### src/rtl/fre_bcd.sv
// Converts a 20-bit binary frequency reading into seven packed BCD digits.
// Uses one double-dabble step per cycle and adds a leading-zero blanking mask.
module fre_bcd (
    input  logic        clk_i,
    input  logic        rst,
    input  logic [19:0] prob_khz_i,
    input  logic        low_fre_sign_i,
    input  logic        refresh_i,
    output logic [27:0] bcd_o,
    output logic        unit_hz_o,
    output logic [6:0]  blank_o,
    output logic        valid_o,
    output logic        busy_o
);

    typedef enum logic [1:0] {
        StIdle  = 2'd0,
        StShift = 2'd1,
        StDone  = 2'd2
    } state_e;

    state_e      state_q, state_d;
    logic [19:0] bin_q, bin_d;
    logic [19:0] last_q, last_d;
    logic        flag_q, flag_d;
    logic [4:0]  cnt_q, cnt_d;
    logic [27:0] scratch_q, scratch_d;
    logic [27:0] bcd_q, bcd_d;
    logic        unit_q, unit_d;
    logic [6:0]  blank_q, blank_d;
    logic        valid_q, valid_d;

    logic [27:0] adjusted;
    logic [6:0]  blank_scan;

    always_comb begin
        adjusted = scratch_q;
        for (int i = 0; i < 7; i++) begin
            if (scratch_q[4*i +: 4] >= 4'd5) begin
                adjusted[4*i +: 4] = scratch_q[4*i +: 4] + 4'd3;
            end
        end
    end

    // blank_scan[i] is set when every digit from the top down to i is zero.
    always_comb begin
        blank_scan    = 7'b0;
        blank_scan[6] = (scratch_q[27:24] == 4'd0);
        for (int i = 5; i >= 1; i--) begin
            blank_scan[i] = blank_scan[i+1] && (scratch_q[4*i +: 4] == 4'd0);
        end
    end

    always_comb begin
        state_d   = state_q;
        bin_d     = bin_q;
        last_d    = last_q;
        flag_d    = flag_q;
        cnt_d     = cnt_q;
        scratch_d = scratch_q;
        bcd_d     = bcd_q;
        unit_d    = unit_q;
        blank_d   = blank_q;
        valid_d   = 1'b0;

        case (state_q)
            StIdle: begin
                if (refresh_i || ({low_fre_sign_i, prob_khz_i} != {flag_q, last_q})) begin
                    bin_d     = prob_khz_i;
                    last_d    = prob_khz_i;
                    flag_d    = low_fre_sign_i;
                    scratch_d = 28'd0;
                    cnt_d     = 5'd0;
                    state_d   = StShift;
                end
            end
            StShift: begin
                scratch_d = {adjusted[26:0], bin_q[19]};
                bin_d     = {bin_q[18:0], 1'b0};
                cnt_d     = cnt_q + 5'd1;
                if (cnt_q == 5'd19) begin
                    state_d = StDone;
                end
            end
            StDone: begin
                bcd_d   = scratch_q;
                unit_d  = flag_q;
                blank_d = blank_scan;
                valid_d = 1'b1;
                state_d = StIdle;
            end
            default: state_d = StIdle;
        endcase
    end

    always_ff @(posedge clk_i) begin
        if (rst) begin
            state_q   <= StIdle;
            bin_q     <= 20'd0;
            last_q    <= 20'd0;
            flag_q    <= 1'b0;
            cnt_q     <= 5'd0;
            scratch_q <= 28'd0;
            bcd_q     <= 28'd0;
            unit_q    <= 1'b0;
            blank_q   <= 7'b1111110;
            valid_q   <= 1'b0;
        end else begin
            state_q   <= state_d;
            bin_q     <= bin_d;
            last_q    <= last_d;
            flag_q    <= flag_d;
            cnt_q     <= cnt_d;
            scratch_q <= scratch_d;
            bcd_q     <= bcd_d;
            unit_q    <= unit_d;
            blank_q   <= blank_d;
            valid_q   <= valid_d;
        end
    end

    assign bcd_o     = bcd_q;
    assign unit_hz_o = unit_q;
    assign blank_o   = blank_q;
    assign valid_o   = valid_q;
    assign busy_o    = (state_q != StIdle);

endmodule

### config.mk
export PLATFORM = sky130hd
export DESIGN_NAME = fre_bcd
export DESIGN_NICKNAME = d
export VERILOG_FILES = /design/src/rtl/fre_bcd.sv
export SDC_FILE = /design/constraint.sdc
export NUM_CORES = 1
export LEC_CHECK = 0
export CORE_MARGIN = 5
export CORE_UTILIZATION = 50
export DETAILED_ROUTE_END_ITERATION = 10
export GPL_ROUTABILITY_DRIVEN = 0
export HOLD_SLACK_MARGIN = 0.05
export PLACE_DENSITY = 0.72
export SETUP_SLACK_MARGIN = 0.4
export SYNTH_ARGS = -nofsm -noshare
export SYNTH_HDL_FRONTEND = slang
export SYNTH_SLANG_ARGS = --single-unit
### constraint.sdc
create_clock -name clk_i -period 2.2 [get_ports clk_i]
set_clock_uncertainty 0.05 [all_clocks]
set_input_delay 0.44 -clock clk_i [delete_from_list [all_inputs] [get_ports clk_i]]
set_output_delay 0.44 -clock clk_i [all_outputs]
set_load 0.02 [all_outputs]
* After elaboration in Yosys (flattened, before gate mapping)
Index checks and enable logic that the tools add are counted.
** Cells by class
- Equality and inequality tests :: 6
- Mux-type cells :: 17
- Reductions and logical operators :: 18
- Order comparisons :: 7
- $add $sub $neg :: 8
** Operators by type and width (number)
- $pmux W28 S2 :: 1
- $pmux W20 S2 :: 1
- $ge A4 B3 Y1 const B :: 7
- $mux W28 :: 1
- $add A4 B2 Y4 const B :: 6
- $logic_not A4 Y1 :: 6
- $mux W4 :: 6
- $ne A21 B21 Y1 :: 1
- $mux W20 :: 1
- $pmux W5 S2 :: 1
- $reduce_and A2 Y1 :: 3
- $add A5 B1 Y5 const B :: 1
- $eq A5 B5 Y1 const B :: 1
- $logic_and A1 B1 Y1 :: 5
- $mux W5 :: 1
- $mux W2 :: 2
- $ne A2 B2 Y1 const B :: 2
- $pmux W2 S2 :: 1
- $reduce_bool A2 Y1 :: 2
- $add A3 B2 Y3 const B :: 1
- $mux W3 :: 1
- $eq A2 B1 Y1 const B :: 1
- $eq A2 B2 Y1 const B :: 1
- $logic_not A2 Y1 :: 1
- 2 further kinds :: 2
** Word-level totals
- Logic and storage cells :: 66
- Register bits :: 112
- Output and inout port bits :: 38
- Input port bits :: 24

* Longest topological paths before layout
Gate-level depths: netlist (run 1).
- Depth after elaboration :: 6
- Mapped depth :: 7
- Mapped depth without buffers :: 7

* Worst setup path after synthesis (run 1)
Ideal clock, no wire load.
- Path kind :: input -> register
- From :: in prob_khz_i[7]
- To :: reg bin_q[15]
- Arrival time :: 1.912 ns
- Slack :: 0.119 ns
- Library setup time :: 0.119 ns
- Stages :: 7
- Buffers on the path :: 2
- Data required time :: 2.031 ns
- Cells stage by stage :: nor2b_1 -> a2111oi_0 -> nand4_1 -> o41a_1 -> buf_2 -> buf_6 -> o221a_1
** Between the ends
- Longest elaborated chain between the ends :: 4
** RTL lines
- from (decl) :: RTL line 6 : input logic [19:0] prob_khz_i,
- $ne A21 B21 Y1 :: RTL line 68 : if (refresh_i || ({low_fre_sign_i, prob_khz_i} != {flag_q, last_q})) begin
- $logic_or A1 B1 Y1 :: RTL line 68
- $ne A2 B2 Y1 (no source line)
- $reduce_and A2 Y1 (no source line)
- to (signal assigned) :: RTL line 110 : bin_q <= bin_d;
- to (decl) :: RTL line 23 : logic [19:0] bin_q, bin_d;
Every way passes these cells.
A chain may end at the register's enable or synchronous reset.

* Worst setup path after layout (run 1)
- From :: in prob_khz_i[8]
- To :: reg scratch_q[24]
** Between the ends
- Longest elaborated chain between the ends :: 4
** RTL lines
- $ne A21 B21 Y1 :: RTL line 68
- $logic_or A1 B1 Y1 :: RTL line 68
- $ne A2 B2 Y1 (no source line)
- $reduce_and A2 Y1 (no source line)
- to (signal assigned) :: RTL line 114 : scratch_q <= scratch_d;
- to (decl) :: RTL line 27 : logic [27:0] scratch_q, scratch_d;
Every way passes these cells.

==> results of run 1 <==
## worst min path at each step
stage,start,to,slack [ns],depth (start not counted)
floorplan,scratch_q[25],bcd_o[25],0.40,2
global placement,bcd_o[8],bcd_o[8],0.39,2
detailed placement,bcd_o[15],bcd_o[15],0.40,2
CTS,bcd_o[15],bcd_o[15],0.41,2
global route,bcd_o[10],bcd_o[10],0.43,2
finish,bcd_o[9],bcd_o[9],0.41,2
## state kept, by name, indices dropped and copies added, names as in the netlist
signal,cells
valid_o,1
flag_q,1
bin_q,20
bcd_o,28
last_q,20
scratch_q,28
state_q,2
blank_o,6
cnt_q,5
unit_hz_o,1
## metal layers
layer	vias to the layer above	routed length [um]	global-route usage [%]
met5	-	0	0
met4	0	269	7.047
met3	26	704	2.812
met2	120	6613	34.86
met1	2241	5664	25.25
li1	2291	-	-
## worst max-delay path, delay by kind of cell
kind,cells,cell delay (ns)
buffers and inverters,3,0.79
AOI/OAI and AO/OA,2,0.63
and+or+nand+nor,2,0.50
xor gates and xnor gates,1,0.16
## cell type report
type | count | area (um2) | area share [%]
multi-input cells | 428 | 3137 | 44.73
flip-flops and latches | 112 | 2252 | 32.11
repair buffers | 118 | 1151 | 16.41
well taps | 140 | 175.2 | 2.498
clock buffers | 9 | 123.9 | 1.766
inverters | 26 | 97.59 | 1.392
clock inverters | 7 | 76.32 | 1.088
## stage by stage
step	worst slack (ns)	TNS [ns]	hold slack (ns)	std cells	area [um2]
5_1_grt	-0.1360	-5.388	0.4256	840	7013
4_1_cts	0.03936	0	0.4105	832	6718
3_3_place_gp	-0.6002	-39.27	0.3924	810	6402
6_report	-0.07894	-1.094	0.4070	840	7013
3_5_place_dp	-0.7029	-45.59	0.3975	810	6402
2_1_floorplan	0.1376	0	0.3953	609	5485
## power by group through the flow
stage | Clock [mW] | Sequential, mW | Combinational [mW]
after floorplan | 0 | 2.17 | 0.262
after global placement | 0 | 2.18 | 0.414
after detailed placement | 0 | 2.18 | 0.426
after CTS | 1.28 | 2.14 | 0.436
after global routing | 1.38 | 2.15 | 0.550
final | 1.27 | 2.14 | 0.509
## cell usage after synthesis (4+ instances only)
master	count	area (um2)
a21oi_1	50	250.2
a311oi_2	5	75.07
a31oi_1	5	31.28
buf_2	6	30.03
clkbuf_1	30	112.6
dfxtp_1	112	2242
ha_1	20	250.2
inv_1	26	97.59
mux2i_1	20	200.2
nand2_1	66	247.7
nand2b_1	54	337.8
nand3_1	7	35.03
nand4_1	6	37.54
nor2_1	57	214.0
nor2b_1	14	87.58
nor3_1	6	30.03
o211ai_1	4	30.03
o221a_1	19	214.0
o22ai_1	7	43.79
o31ai_1	5	37.54
o32ai_2	8	130.1
o41ai_1	6	52.55
or3_1	17	106.4
xnor2_1	7	61.31
xor2_1	15	131.4
## what timing repair did
| item | 4_1_cts | 5_1_grt |
|---|---|---|
| setup endpoints to repair | 114 | 80 |
| buffers inserted | 4 | 5 |
| gates resized for setup | 81 | 42 |
| pin swaps | 17 | 7 |
| gates cloned | 2 | 3 |
## cells by family (layout without fill, tap and decap cells)
family | Yosys count | after routing | share of synthesized area [%]
simple gates | 239 | 239 | 22.01
xor+xnor | 22 | 22 | 3.576
fa+ha+maj | 20 | 20 | 4.644
other cells | 1 | 1 | 0.06959
flops | 112 | 112 | 41.61
compound gates | 125 | 125 | 18.67
mux | 21 | 21 | 3.924
buf+inv | 69 | 160 | 5.503
==> out/qor.txt, run 1 <==
clock share of power: 32.4%
Site Rows: 38
Setup Viol. Count Final: 38
Final nets: 739
Overall Power: 3.926 mW
die area: 12,950 um2
YS warnings: 0
MaxCap Viol Count: 0
largest net degree at the start of global routing: 89
remaining antenna violation count after routing: 0
CTS buffer count: 9
Gate power share: 13.0%
Clock Pin Slew Worst Setup and Hold Paths: 0.11 ns
layout cells sized above 1: 19.57%
Post-synth EDFFs: 0
Sequential Power Share: 54.6%
status: finished, violations left
Synth Register Bits: 112
Hold Crit Class: reg -> reg
H-tree depth: 3
CP max stage delay: 0.44 ns
Antenna diodes: 0
die width: 113.8 um
final worst slack: -0.07894 ns
highest achievable clock rate: 438.8 MHz
top_reg_cell synth: dfxtp_1
Total GRT Usage: 19.98%
WS Path Type: in -> reg
ys async rst share: 0%
NetSw: 1.041 mW
sequential fraction of the synthesis area: 41.61%
initial antenna violation count: 0
vias: 4,678
Leak: 2.837 nW
reg-to-reg endpoint: bin_q[17]
Final Max Tran Viols: 0
Initial Util: 50.37%
capture point of the worst path: scratch_q[24]
final worst-path cycle share: 103.6%
core outline area: 10,700 um2
vias in the first global route: 4,477
first-pass GRT wire length: 21.29 mm
WP data arrival: 2.51 ns
chip height: 113.8 um
Cell Area, Synth: 5389 um2
Final Hold Viols: 0
area added between synthesis and finish: 30.14%
reg-to-reg startpoint: last_q[9]
Setup crit end kind: register
Residual DRC: 0
Routed wire per std cell: 15.77 um
commonest non-fill, non-tap cells in the layout: dfxtp_1 (104), nand2_1 (66), nor2_1 (56)
Sink Count: 112
I/O Pins: 62
CTS Hold Bufs: 0
TritonCTS clock tree: built
CP Launch Type: input port
# fillers: 860
PwrDens: 559.9 nW/um2
crit-path cells: clkdlybuf4s50_1, xor2_1, nor3_1, nand4_1, buf_4, o31a_4, buf_6, o41ai_2
RSZ-0062 raised after global routing: yes
Worst Path Max Fanout: 7
utilization after layout: 65.56%
internal power: 2.885 mW
most common cell after layout, fill and taps aside: dfxtp_1
failing checks: setup timing
relative slew slack: 63.16%
Setup crit start: prob_khz_i[8]
DP HPWL: 8.553 mm
worst reg-to-reg setup slack: -0.04 ns
grt ovf: 0
1st-iter DRT viols: 282
Cells after Synth: 609
Net Sw Frac: 26.51%
worst reg2reg path depth: 8
VDD IR-drop max: 0.3180 mV
syn nets: 653
port buffer count: 60
Vias/cell: 5.569
Tightest Pin Transition: 0.5527 ns
count of cell types in the netlist: 46
CTS Buffer Depth: 2
syn_area_per_cell: 8.849 um2
Worst path slowest cell: clkdlybuf4s50_1
DRT Pass-1 Iters: 5
drt total wl: 13.25 mm
worst skew pair latency: 0.37 ns
CTS Root Cell: clkbuf_8
Req. time, crit path: 2.43 ns
final worst path period need: 2.279 ns
(Power assumes the default switching activity.)
==> run 2, diff against run 1 <==
--- a/config.mk
+++ b/config.mk
@@ -10,8 +10,10 @@
 export DETAILED_ROUTE_END_ITERATION = 10
 export GPL_ROUTABILITY_DRIVEN = 0
 export HOLD_SLACK_MARGIN = 0.05
-export PLACE_DENSITY = 0.72
+export PLACE_DENSITY = 0.75
+export RECOVER_POWER = 25
 export SETUP_SLACK_MARGIN = 0.4
+export SLEW_MARGIN = 20
 export SYNTH_ARGS = -nofsm -noshare
 export SYNTH_HDL_FRONTEND = slang
 export SYNTH_SLANG_ARGS = --single-unit
==> constraint.sdc (replaced) <==
create_clock -name clk_i -period 1.95 [get_ports clk_i]
set_clock_uncertainty 0.05 [all_clocks]
set_input_delay 0.39 -clock clk_i [delete_from_list [all_inputs] [get_ports clk_i]]
set_output_delay 0.39 -clock clk_i [all_outputs]
set_load 0.02 [all_outputs]
==> out/qor.txt, run 2 (synthesized netlist as in run 1, its figures left out) <==
highest achievable clock rate: 453.5 MHz
first-pass GRT wire length: 22.34 mm
final worst path period need: 2.205 ns
worst hold start: rst
CP max stage delay: 0.34 ns
Overall Power: 4.696 mW
pre-CTS setup slack: -0.7880 ns
Hold Crit Class: in -> reg
CP most frequent cell: buf_6
CTS Buffer Depth: 2
Hold WS: 0.1996 ns
die area: 12,950 um2
layout cells sized above 1: 21.13%
final worst-path cycle share: 113.1%
worst reg2reg path depth: 8
Sink Count: 112
Final Max Tran Viols: 0
Final nets: 750
reg-to-reg startpoint: last_q[6]
MaxCap Viol Count: 0
remaining antenna violation count after routing: 0
CP Launch Type: register
Setup crit start: last_q[6]
area added between synthesis and finish: 32.74%
hold path endpoint: scratch_q[0]
Routed wire per std cell: 16.32 um
crit-path cells: nor2b_4, a2111oi_2, nand4_1, buf_4, buf_6, o31ai_4, buf_6, mux2_4
Buf/Inv on CP: 3
Finished Layout Cells: 850
vias: 4,740
Total GRT Usage: 21.26%
Leak: 2.855 nW
relative slew slack: 53.14%
WS Path Type: reg -> reg
cell family with most CP delay: compound AO/OA/AOI/OAI gates
Clock Pin Slew Worst Setup and Hold Paths: 0.10 ns
TritonCTS clock tree: built
DP HPWL: 8.715 mm
CTS Root Cell: clkbuf_8
CTS buffer count: 9
Sequential Power Share: 51.3%
Register Area: 2256 um2
failing checks: setup timing
PwrDens: 656.5 nW/um2
clock share of power: 35.5%
I/O Pins: 62
Worst Path Max Fanout: 3
most common cell after layout, fill and taps aside: dfxtp_1
Hold Path Stages: 2
Site Rows: 38
Initial Util: 50.37%
initial antenna violation count: 0
vias in the first global route: 4,681
DRT Pass-1 Iters: 5
Vias/cell: 5.576
final worst slack: -0.2551 ns
Worst path slowest cell: dfxtp_2
Net Sw Frac: 24.40%
Tightest Pin Transition: 0.7028 ns
H-tree depth: 3
Setup Viol. Count Final: 75
1st-iter DRT viols: 324
core outline area: 10,700 um2
drt total wl: 13.87 mm
worst reg-to-reg setup slack: -0.26 ns
Setup crit end kind: register
DP Cell Count: 816
# fillers: 833
utilization after layout: 66.87%
Final Hold Viols: 0
WP data arrival: 2.44 ns
RSZ-0062 raised after global routing: yes
reg-to-reg endpoint: last_q[0]
CTS Hold Bufs: 0
port buffer count: 60
largest net degree at the start of global routing: 92
status: finished, violations left
Gate power share: 13.1%
NetSw: 1.146 mW
Multi-input gate area: 3158 um2
Antenna diodes: 0
internal power: 3.550 mW
worst skew pair latency: 0.39 ns
die width: 113.8 um
commonest non-fill, non-tap cells in the layout: dfxtp_1 (105), nand2_1 (66), nor2_1 (56)
Residual DRC: 0
VDD IR-drop max: 0.4359 mV
grt ovf: 0
chip height: 113.8 um
Req. time, crit path: 2.18 ns
==> run 2: layout make-up <==
cell class              instances  area share, %
repair buffers                129          17.05
clock inverters                 5          1.452
inverters                      26          1.434
clock buffers                  10          1.924
flip-flops and latches        112          31.54
multi-input cells             428          44.15
well taps                     140          2.449
==> run 2: worst max path at each step <==
| stage | end | slack, ns | cells after the start |
|---|---|---|---|
| 2_1_floorplan | bin_q[15] | -0.06 | 7 |
| 3_3_place_gp | scratch_q[0] | -0.71 | 8 |
| 3_5_place_dp | scratch_q[0] | -0.79 | 9 |
| 4_1_cts | scratch_q[7] | -0.23 | 7 |
| 5_1_grt | scratch_q[7] | -0.35 | 7 |
| 6_report | last_q[0] | -0.26 | 8 |
==> run 2: per-stage QoR <==
stage / TNS [ns] / instance area [um2]
after floorplan: -1.023 / 5494
after global placement: -48.61 / 6441
after detailed placement: -52.26 / 6441
after CTS: -10.86 / 7010
after global routing: -21.41 / 7153
final: -13.86 / 7153
==> run 2: power by group through the flow <==
stage	Combinational (mW)	Sequential (mW)	Clock [mW]
finish	0.616	2.41	1.67
global route	0.657	2.42	1.80
CTS	0.576	2.41	1.70
detailed placement	0.495	2.46	0
global placement	0.480	2.45	0
floorplan	0.297	2.45	0
==> run 2: timing repair <==
item	in CTS	in global routing
setup buffers	13	2
pin swaps	17	7
endpoints found under the setup margin	116	86
cloned	3	1
gates resized for setup	115	24
==> run 2: worst register-to-register path, cell delays in order (launching register included) <==
cell	delay, ns
dfxtp_2	0.34
nor2b_4	0.12
a2111oi_2	0.33
nand4_1	0.22
buf_4	0.21
buf_6	0.11
o31ai_4	0.26
buf_6	0.16
mux2_4	0.30
==> run 2: routing by layer <==
layer	vias up	routed length (um)	track usage, %
met5	-	0	0
met4	0	374	9.580
met3	31	638	3.501
met2	125	7028	37.02
met1	2284	5832	25.76
li1	2300	-	-
